**config.mk**
```make
export PLATFORM = sky130hd
export DESIGN_NAME = uart_tx_prescaled
export DESIGN_NICKNAME = d
export VERILOG_FILES = /design/src/rtl/uart_pkg.sv /design/src/rtl/uart_bit_timer.sv /design/src/rtl/uart_tx_prescaled.sv
export SDC_FILE = /design/constraint.sdc
export NUM_CORES = 1
export LEC_CHECK = 0
export CAP_MARGIN = 20
export CORE_ASPECT_RATIO = 1.75
export CORE_MARGIN = 4
export CORE_UTILIZATION = 55
export CTS_CLUSTER_DIAMETER = 150
export CTS_CLUSTER_SIZE = 8
export DETAILED_ROUTE_END_ITERATION = 12
export PLACE_DENSITY = 0.9
export SLEW_MARGIN = 20
export SYNTH_ARGS = -nofsm -noshare
export SYNTH_HDL_FRONTEND = slang
export SYNTH_SLANG_ARGS = --single-unit
```
**constraint.sdc**
```tcl
create_clock -name CLK -period 7.5 [get_ports CLK]
set_clock_uncertainty 0.2 [all_clocks]
set_input_delay 1.875 -clock CLK [delete_from_list [all_inputs] [get_ports CLK]]
set_output_delay 1.875 -clock CLK [all_outputs]
set_load 0.02 [all_outputs]
```
**src/rtl/uart_pkg.sv**
```systemverilog
// ============================================================================
//  Module      : uart_pkg
//  Description : Types and constants shared by the UART transmitter and
//                receiver: frame state encoding, parity selection codes,
//                serial line levels, and the parity helper.
//  Revision    : 1.0 - initial release
// ============================================================================
`default_nettype none

package uart_pkg;

   // Frame sequencing states, shared with the receiver.
   typedef enum logic [2:0] {
      IDLE   = 3'd0,
      START  = 3'd1,
      DATA   = 3'd2,
      PARITY = 3'd3,
      STOP   = 3'd4
   } uart_state_t;

   // PAR_TYP encodings
   localparam logic PAR_EVEN  = 1'b0;
   localparam logic PAR_ODD   = 1'b1;

   // Serial line levels
   localparam logic LINE_IDLE = 1'b1;
   localparam logic START_BIT = 1'b0;
   localparam logic STOP_BIT  = 1'b1;

   // Parity bit from the XOR reduction of the word and the parity type.
   function automatic logic parity_bit(input logic xor_red, input logic par_typ);
      return (par_typ == PAR_EVEN) ? xor_red : ~xor_red;
   endfunction

endpackage : uart_pkg

`default_nettype wire

```
**src/rtl/uart_bit_timer.sv**
```systemverilog
// ============================================================================
//  Module      : uart_bit_timer
//  Description : Bit-period counter. Counts 0..i_period-1 while enabled and
//                flags the last cycle of each bit with o_bit_tick.
//  Ports       : clk          - clock
//                rst          - synchronous active-high reset
//                i_clear      - hold the counter at zero
//                i_en         - advance the counter
//                i_period     - bit period in cycles (must be >= 1)
//                o_bit_tick   - high in the last cycle of a bit period
//  Revision    : 1.0 - initial release
// ============================================================================
`default_nettype none

module uart_bit_timer #(
   parameter int PRESCALE_WIDTH = 6
) (
   input  logic                      clk,
   input  logic                      rst,
   input  logic                      i_clear,
   input  logic                      i_en,
   input  logic [PRESCALE_WIDTH-1:0] i_period,
   output logic                      o_bit_tick
);

   logic [PRESCALE_WIDTH-1:0] r_cnt;
   logic [PRESCALE_WIDTH-1:0] w_last;

   assign w_last     = i_period - PRESCALE_WIDTH'(1);
   assign o_bit_tick = i_en && (r_cnt == w_last);

   always_ff @(posedge clk) begin
      if (rst || i_clear) begin
         r_cnt <= '0;
      end else if (i_en) begin
         // Wrap only at the end of the bit period.
         if (r_cnt == w_last) begin
            r_cnt <= '0;
         end else begin
            r_cnt <= r_cnt + PRESCALE_WIDTH'(1);
         end
      end
   end

endmodule : uart_bit_timer

`default_nettype wire

```
**src/rtl/uart_tx_prescaled.sv**
```systemverilog
// ============================================================================
//  Module      : uart_tx_prescaled
//  Description : UART transmitter clocked by the oversampling clock. Each
//                serial bit is held for Prescale cycles. Frame: start,
//                WIDTH data bits LSB first, optional parity, stop.
//  Ports       : CLK        - oversampling clock
//                RST        - synchronous active-high reset
//                P_DATA     - parallel word to send
//                Data_Valid - request strobe, accepted only when idle
//                PAR_EN     - insert a parity bit
//                PAR_TYP    - 0 even, 1 odd parity
//                Prescale   - cycles per serial bit (0 behaves as 1)
//                TX_OUT     - registered serial line, idles high
//                Busy       - high while a frame is in flight
//                Tx_Done    - one-cycle pulse after the stop bit ends
//  Revision    : 1.0 - initial release
// ============================================================================
`default_nettype none

module uart_tx_prescaled
   import uart_pkg::*;
#(
   parameter int WIDTH          = 8,
   parameter int PRESCALE_WIDTH = 6
) (
   input  logic                      CLK,
   input  logic                      RST,
   input  logic [WIDTH-1:0]          P_DATA,
   input  logic                      Data_Valid,
   input  logic                      PAR_EN,
   input  logic                      PAR_TYP,
   input  logic [PRESCALE_WIDTH-1:0] Prescale,
   output logic                      TX_OUT,
   output logic                      Busy,
   output logic                      Tx_Done
);

   // A one-bit word still needs a one-bit counter.
   localparam int C_CNT_W = (WIDTH > 1) ? $clog2(WIDTH) : 1;
   localparam logic [C_CNT_W-1:0] C_LAST_BIT = C_CNT_W'(WIDTH - 1);

   uart_state_t               r_state;
   logic [WIDTH-1:0]          r_shift;
   logic [C_CNT_W-1:0]        r_bit_cnt;
   logic                      r_par_en;
   logic                      r_par_bit;
   logic [PRESCALE_WIDTH-1:0] r_prescale;
   logic                      r_tx;
   logic                      r_busy;
   logic                      r_done;

   logic [PRESCALE_WIDTH-1:0] w_period;
   logic [WIDTH-1:0]          w_shift_next;
   logic                      w_timer_clear;
   logic                      w_timer_en;
   logic                      w_bit_tick;

   // A latched Prescale of zero runs as a one-cycle bit.
   assign w_period      = (r_prescale == '0) ? PRESCALE_WIDTH'(1) : r_prescale;
   assign w_shift_next  = r_shift >> 1;
   assign w_timer_clear = (r_state == IDLE);
   assign w_timer_en    = (r_state != IDLE);

   uart_bit_timer #(
      .PRESCALE_WIDTH (PRESCALE_WIDTH)
   ) u_bit_timer (
      .clk        (CLK),
      .rst        (RST),
      .i_clear    (w_timer_clear),
      .i_en       (w_timer_en),
      .i_period   (w_period),
      .o_bit_tick (w_bit_tick)
   );

   always_ff @(posedge CLK) begin
      if (RST) begin
         r_state    <= IDLE;
         r_shift    <= '0;
         r_bit_cnt  <= '0;
         r_par_en   <= 1'b0;
         r_par_bit  <= 1'b0;
         r_prescale <= '0;
         r_tx       <= LINE_IDLE;
         r_busy     <= 1'b0;
         r_done     <= 1'b0;
      end else begin
         r_done <= 1'b0;
         case (r_state)
            IDLE: begin
               r_tx   <= LINE_IDLE;
               r_busy <= 1'b0;
               if (Data_Valid) begin
                  // Snapshot everything so later input changes cannot
                  // disturb the frame.
                  r_shift    <= P_DATA;
                  r_par_en   <= PAR_EN;
                  r_par_bit  <= parity_bit(^P_DATA, PAR_TYP);
                  r_prescale <= Prescale;
                  r_bit_cnt  <= '0;
                  r_tx       <= START_BIT;
                  r_busy     <= 1'b1;
                  r_state    <= START;
               end
            end

            START: begin
               if (w_bit_tick) begin
                  r_tx      <= r_shift[0];
                  r_bit_cnt <= '0;
                  r_state   <= DATA;
               end
            end

            DATA: begin
               if (w_bit_tick) begin
                  if (r_bit_cnt == C_LAST_BIT) begin
                     if (r_par_en) begin
                        r_tx    <= r_par_bit;
                        r_state <= PARITY;
                     end else begin
                        r_tx    <= STOP_BIT;
                        r_state <= STOP;
                     end
                  end else begin
                     r_shift   <= w_shift_next;
                     r_tx      <= w_shift_next[0];
                     r_bit_cnt <= r_bit_cnt + C_CNT_W'(1);
                  end
               end
            end

            PARITY: begin
               if (w_bit_tick) begin
                  r_tx    <= STOP_BIT;
                  r_state <= STOP;
               end
            end

            STOP: begin
               if (w_bit_tick) begin
                  r_tx    <= LINE_IDLE;
                  r_busy  <= 1'b0;
                  r_done  <= 1'b1;
                  r_state <= IDLE;
               end
            end

            default: begin
               r_tx    <= LINE_IDLE;
               r_busy  <= 1'b0;
               r_state <= IDLE;
            end
         endcase
      end
   end

   assign TX_OUT  = r_tx;
   assign Busy    = r_busy;
   assign Tx_Done = r_done;

endmodule : uart_tx_prescaled

`default_nettype wire

```
==> impl_metrics.toml, run 1 <==
[cts]
cts.hold.buffers_added = 0
cts.sinks = 31
htree_levels = 2
numCtsBuffers = 5
clkLatencyLatePin_ns = 0.29
clk_pin_slew_ns = 0.06
cts_root_buf = "clkbuf_8"
cts_max_path_buffers = 2
cts_tree = "built"
cts_resized = 0
postCtsSetupBuffers = 0

[floorplan]
die-area_um2 = 4117
die_width_um = 50.25
core_area_um2 = 2960
initial_utilization_pct = 58.03
io_pins = 22
rows = 26
die_y_um = 81.93

[cells_and_area]
nets = 242
multiInputGateArea_um2 = 1026
drive_gt1_share_pct = 8.636
syn_to_final_growth_pct = 18.28
regArea_um2 = 620.6
layout_commonest_cell = "dfxtp_1"
n_fill_cell = 222
final_cell_mix = "dfxtp_1, nand2_1, nor2_1, clkdlybuf4s50_1, a21oi_1"
n_antenna_cell = 0

[synthesis]
yosys_warnings = 0
synth_fp_nets = 225
async_flop_share_pct = 0
netlist_instances = 202
yosys.cell_types.count = 39
yosysTopAreaCell = "dfxtp_1"
synthesis.area_um2 = 1718
synth_edf_count = 0
seq_area_frac_synth_pct = 36.13
ys_top_cells_by_area = "dfxtp_1, a221oi_2, nand2_1"
yosys_register_bits = 31
syn-mean-instance-area_um2 = 8.504
synth_flop_cell = "dfxtp_1"
synth_top_area_share_pct = 36.13

[setup_path]
cp_cell_sequence = "clkdlybuf4s50_1 -> nor2_1 -> o311a_1 -> o21ai_0 -> a31oi_1 -> a41oi_1"
cp-start-kind = "primary input"
rrSetupSlack_ns = 3.71
cp.arrival_ns = 3.75
cp-end-kind = "register"
cp_max_fo = 24
max_stage_delay_ns = 0.89
path_class = "in -> reg"
cpMaxStageDelayCell = "clkdlybuf4s50_1"
required_ns = 7.46

[power]
power.switching_uw = 183.7
p_int_uw = 344.5
finalPower_uw = 528.2
ir_drop_mv = 0.1745
seqPwrFrac_pct = 39.8
p_comb_share_pct = 32.8
pwr_density_cell_nw_per_um2 = 259.9
clkPwrFrac_pct = 27.4
p_leak_uw = 0.0007745
p_sw_share_pct = 34.78

[global_routing]
grt_max_degree = 25
grt_pass1_wl_mm = 5.892
use_met3_pct = 5.263
grt_pass1_vias = 1419
track_usage_pct = 19.22
antenna_found_initial = 0
grt-ovfl-total = 0
met2_usage_pct = 35.86
grt.busiest_layer = "met2"
grt.met1_usage_pct = 17.42

[sta]
hold_viol = 0
relSlewSlack_pct = 35.31
rsz0062_at_grt = "false"
worst_pin_slew_ns = 0.9673
fmax_mhz = 264.0
setup_violations = 0
period_share_pct = 50.51
tns_ns = 0
fin_crit_ns = 3.788
slew_viol_final = 0

[placed_design]
hpwl_mm = 2.755
finalWeightedCongestion = 0.8469
portBuffers = 21

[detailed_routing]
drt-total-wl_mm = 3.745
ant_nets = 0
drt-pass1-iter-count = 4
drc_errors = 0
vias = 1536
via_per_inst = 5.863
dr.first_iter.drc_count = 64
wire_per_inst_um = 14.29

[status]
outcome = "completed"

[min_path]
hold_path.class = "reg -> reg"

[flow_run]
cap_violations = 0
cells in the mapped netlist, types with 3 or more instances:
master,count
dfxtp_1,31
a21oi_1,13
nor3_1,3
or3_1,4
ha_1,4
o21ai_0,8
mux2i_1,8
nand3b_1,3
xnor2_1,10
xor2_1,6
clkbuf_1,10
nor2_1,23
a31oi_1,5
inv_1,6
nand2_1,27
nand3_1,8
a221oi_2,7
layout make-up:
| class | count | area share [%] |
|---|---|---|
| tap | 42 | 2.586 |
| sequential | 31 | 30.54 |
| timing repair buffer | 21 | 10.34 |
| clock buffer | 8 | 4.926 |
| multi-input combinational | 154 | 50.49 |
| inverter | 6 | 1.108 |
worst max-delay path, delay by kind of cell:
family	cells	cell delay (ns)
buffers and inverters	1	0.89
AO/OA/AOI/OAI	4	0.49
AND/OR/NAND/NOR	1	0.48
per-stage QoR:
stage,worst slack (ns),util (%),instance area [um^2],instances,hold WS [ns]
2_1_floorplan,4.091,-,1718,202,0.2267
3_3_place_gp,3.492,65.26,1932,254,0.2448
3_5_place_dp,3.451,65.26,1932,254,0.2514
4_1_cts,3.713,68.64,2032,262,0.2845
5_1_grt,3.557,68.64,2032,262,0.2982
6_report,3.712,68.64,2032,262,0.2806
routing by layer:
metal / routed length, um / vias to the layer above / part of all wire, %
met5: 0 / - / 0
met4: 138 / 0 / 3.7
met3: 161 / 13 / 4.3
met2: 2041 / 40 / 54
met1: 1403 / 725 / 37
li1: - / 758 / -
sequential cells by signal, indices dropped and copies added (netlist names):
register           count
r_shift                8
r_prescale             6
u_bit_timer.r_cnt      6
r_bit_cnt              3
r_state                3
Busy                   1
TX_OUT                 1
Tx_Done                1
r_par_bit              1
r_par_en               1
worst paths after layout:
kind	from	to	depth (start not counted)
setup reg to reg	r_prescale[2]$_SDFFE_PP0P_	r_shift[7]$_SDFFE_PP0P_	9
setup / recovery	RST	TX_OUT$_SDFFE_PP1P_	6
hold reg to reg	r_prescale[5]$_SDFFE_PP0P_	r_prescale[5]$_SDFFE_PP0P_	2
hold / removal	r_prescale[5]$_SDFFE_PP0P_	r_prescale[5]$_SDFFE_PP0P_	2
power by group through the flow:
stage               sequential (uW)  combinational (uW)  clock [uW]
floorplan                       207                 134           0
global placement                213                 167           0
detailed placement              213                 173           0
CTS                             210                 174         147
global route                    213                 189         151
finish                          210                 173         145
kinds of logic (layout without fill, tap and decap cells):
kind of cell / after synthesis / count (layout) / synth area share (%)
simple gates: 80 / 80 / 22.65
compound gates: 46 / 46 / 21.34
flops: 31 / 31 / 36.13
buf+inv: 17 / 35 / 4.152
xor+xnor: 16 / 16 / 8.157
mux: 8 / 8 / 4.662
fa+ha+maj: 4 / 4 / 2.913
(Power assumes the default switching activity.)
==> run 2, diff against run 1 <==
--- a/config.mk
+++ b/config.mk
@@ -8,11 +8,11 @@
 export CAP_MARGIN = 20
 export CORE_ASPECT_RATIO = 1.75
 export CORE_MARGIN = 4
-export CORE_UTILIZATION = 55
+export CORE_UTILIZATION = 54
 export CTS_CLUSTER_DIAMETER = 150
 export CTS_CLUSTER_SIZE = 8
 export DETAILED_ROUTE_END_ITERATION = 12
-export PLACE_DENSITY = 0.9
+export PLACE_DENSITY = 0.89
 export SLEW_MARGIN = 20
 export SYNTH_ARGS = -nofsm -noshare
 export SYNTH_HDL_FRONTEND = slang
==> constraint.sdc (replaced) <==
create_clock -name CLK -period 3.7 [get_ports CLK]
set_clock_uncertainty 0.2 [all_clocks]
set_input_delay 0.925 -clock CLK [delete_from_list [all_inputs] [get_ports CLK]]
set_output_delay 0.925 -clock CLK [all_outputs]
set_load 0.02 [all_outputs]
==> impl_metrics.toml, run 2 (synthesis gave the netlist of run 1 again) <==
[floorplan]
die_width_um = 50.64
io_pins = 22
die-area_um2 = 4183
die_y_um = 82.62
initial_utilization_pct = 57.40
rows = 26
core_area_um2 = 2993

[sta]
fmax_mhz = 279.2
slew_viol_final = 0
fin_crit_ns = 3.582
relSlewSlack_pct = 57.28
whs_ns = 0.2554
worst_pin_slew_ns = 0.6408
setup_violations = 0
period_share_pct = 96.81
tns_ns = 0
hold_viol = 0
rsz0062_at_grt = "false"

[detailed_routing]
drc_errors = 0
wire_per_inst_um = 15.00
drt-pass1-iter-count = 4
vias = 1559
ant_nets = 0
dr.first_iter.drc_count = 29
via_per_inst = 5.883
drt-total-wl_mm = 3.975

[global_routing]
grt-ovfl-total = 0
grt_max_degree = 18
track_usage_pct = 20.93
grt_pass1_wl_mm = 6.589
antenna_found_initial = 0
grt_pass1_vias = 1487

[cts]
cts_max_path_buffers = 2
clk_pin_slew_ns = 0.06
cts_tree = "built"
cts.sinks = 31
cts_root_buf = "clkbuf_8"
clkLatencyLatePin_ns = 0.28
htree_levels = 2
numCtsBuffers = 5
cts.hold.buffers_added = 0

[cells_and_area]
syn_to_final_growth_pct = 19.88
layout_commonest_cell = "dfxtp_1"
design_area_um2 = 2059
nets = 247
reg_top3 = "r_shift (8), r_prescale (6), u_bit_timer.r_cnt (6)"
final_cell_mix = "dfxtp_1, nand2_1, nor2_1, clkdlybuf4s50_1, a21oi_1"
largest_register_ffs = 8
post-route-util_pct = 68.81
drive_gt1_share_pct = 10.31
regMostFlops = "r_shift"
n_antenna_cell = 0

[power]
pwr_density_cell_nw_per_um2 = 511.0
ir_drop_mv = 0.3504
p_comb_share_pct = 36.6
p_int_uw = 679.7
clkPwrFrac_pct = 23.0
seqPwrFrac_pct = 40.4
power.switching_uw = 372.8
p_sw_share_pct = 35.42
finalPower_uw = 1052
p_leak_uw = 0.0007900

[setup_path]
cp-start-kind = "register"
cp-end-kind = "register"
required_ns = 3.71
max_stage_delay_ns = 0.56
cp_cell_sequence = "nor4_4 -> a21oi_1 -> ha_1 -> xnor2_1 -> a221o_1 -> or3_1 -> or4_4 -> buf_4 -> or4_1 -> a31oi_1"
cp_max_fo = 13
cpMaxStageDelayCell = "or4_4"
cp.arrival_ns = 3.59
rrSetupSlack_ns = 0.12
path_class = "reg -> reg"

[placed_design]
portBuffers = 21
hpwl_mm = 2.776
placed_area_um2 = 1954
finalWeightedCongestion = 0.8754

[flow_run]
cap_violations = 0

[status]
outcome = "completed"

[min_path]
hold_path.class = "reg -> reg"
==> run 2: cell count changes in the layout (fill, tap and decap cells not counted), sizes merged <==
cell,before,now
buf,0,5
clkbuf,8,6
==> run 2: layout make-up <==
cell class	count	area, um^2
Clock buffer	6	72.57
Fill cell	238	933.4
Inverter	6	22.52
Multi-Input combinational cell	154	1031
Sequential cell	31	620.6
Tap cell	42	52.55
Timing Repair Buffer	26	260.3
==> run 2: worst max-delay path: cells and delay by family, from the launching register on <==
| family | cells | cell delay (ns) |
|---|---|---|
| AND/OR/NAND/NOR | 4 | 1.75 |
| AO/OA/AOI/OAI | 3 | 0.55 |
| flip-flops | 1 | 0.37 |
| adder cells (fa/ha/maj) | 1 | 0.31 |
| buffers and inverters | 1 | 0.20 |
| XOR/XNOR | 1 | 0.13 |
==> run 2: per-stage QoR <==
stage	setup WS [ns]	instances
floorplan	0.2908	202
global placement	0.1513	257
detailed placement	0.08947	257
CTS	0.06674	263
global route	0.01932	265
finish	0.1181	265
==> run 2: repair_timing <==
item / CTS / global route
gates resized for setup: 0 / 1
buffers inserted: 0 / 2
setup endpoints to repair: 0 / 9
endpoints found under the hold margin: 0 / 0
==> run 2: power groups by stage <==
stage	Combinational (uW)	Clock [uW]	Sequential [uW]
after floorplan	272	0	419
after global placement	353	0	429
after detailed placement	363	0	431
after CTS	365	242	424
after global routing	423	259	432
final	385	242	425
==> run 2: path summary, 6_finish.rpt <==
path	start	end	cells past startpoint
setup / recovery	r_prescale[4]$_SDFFE_PP0P_	r_bit_cnt[0]$_SDFFE_PP0P_	10
hold / removal	r_par_bit$_SDFFE_PP0P_	r_par_bit$_SDFFE_PP0P_	2
setup reg to reg	r_prescale[4]$_SDFFE_PP0P_	r_bit_cnt[0]$_SDFFE_PP0P_	10
hold reg to reg	r_par_bit$_SDFFE_PP0P_	r_par_bit$_SDFFE_PP0P_	2
==> run 2: per-layer routing <==
metal | vias up | routed length, um | global-route usage (%)
li1 | 760 | - | -
met1 | 747 | 1544 | 22.06
met2 | 44 | 2162 | 38.61
met3 | 8 | 181 | 4.309
met4 | 0 | 86 | 10.78
met5 | - | 0 | 0
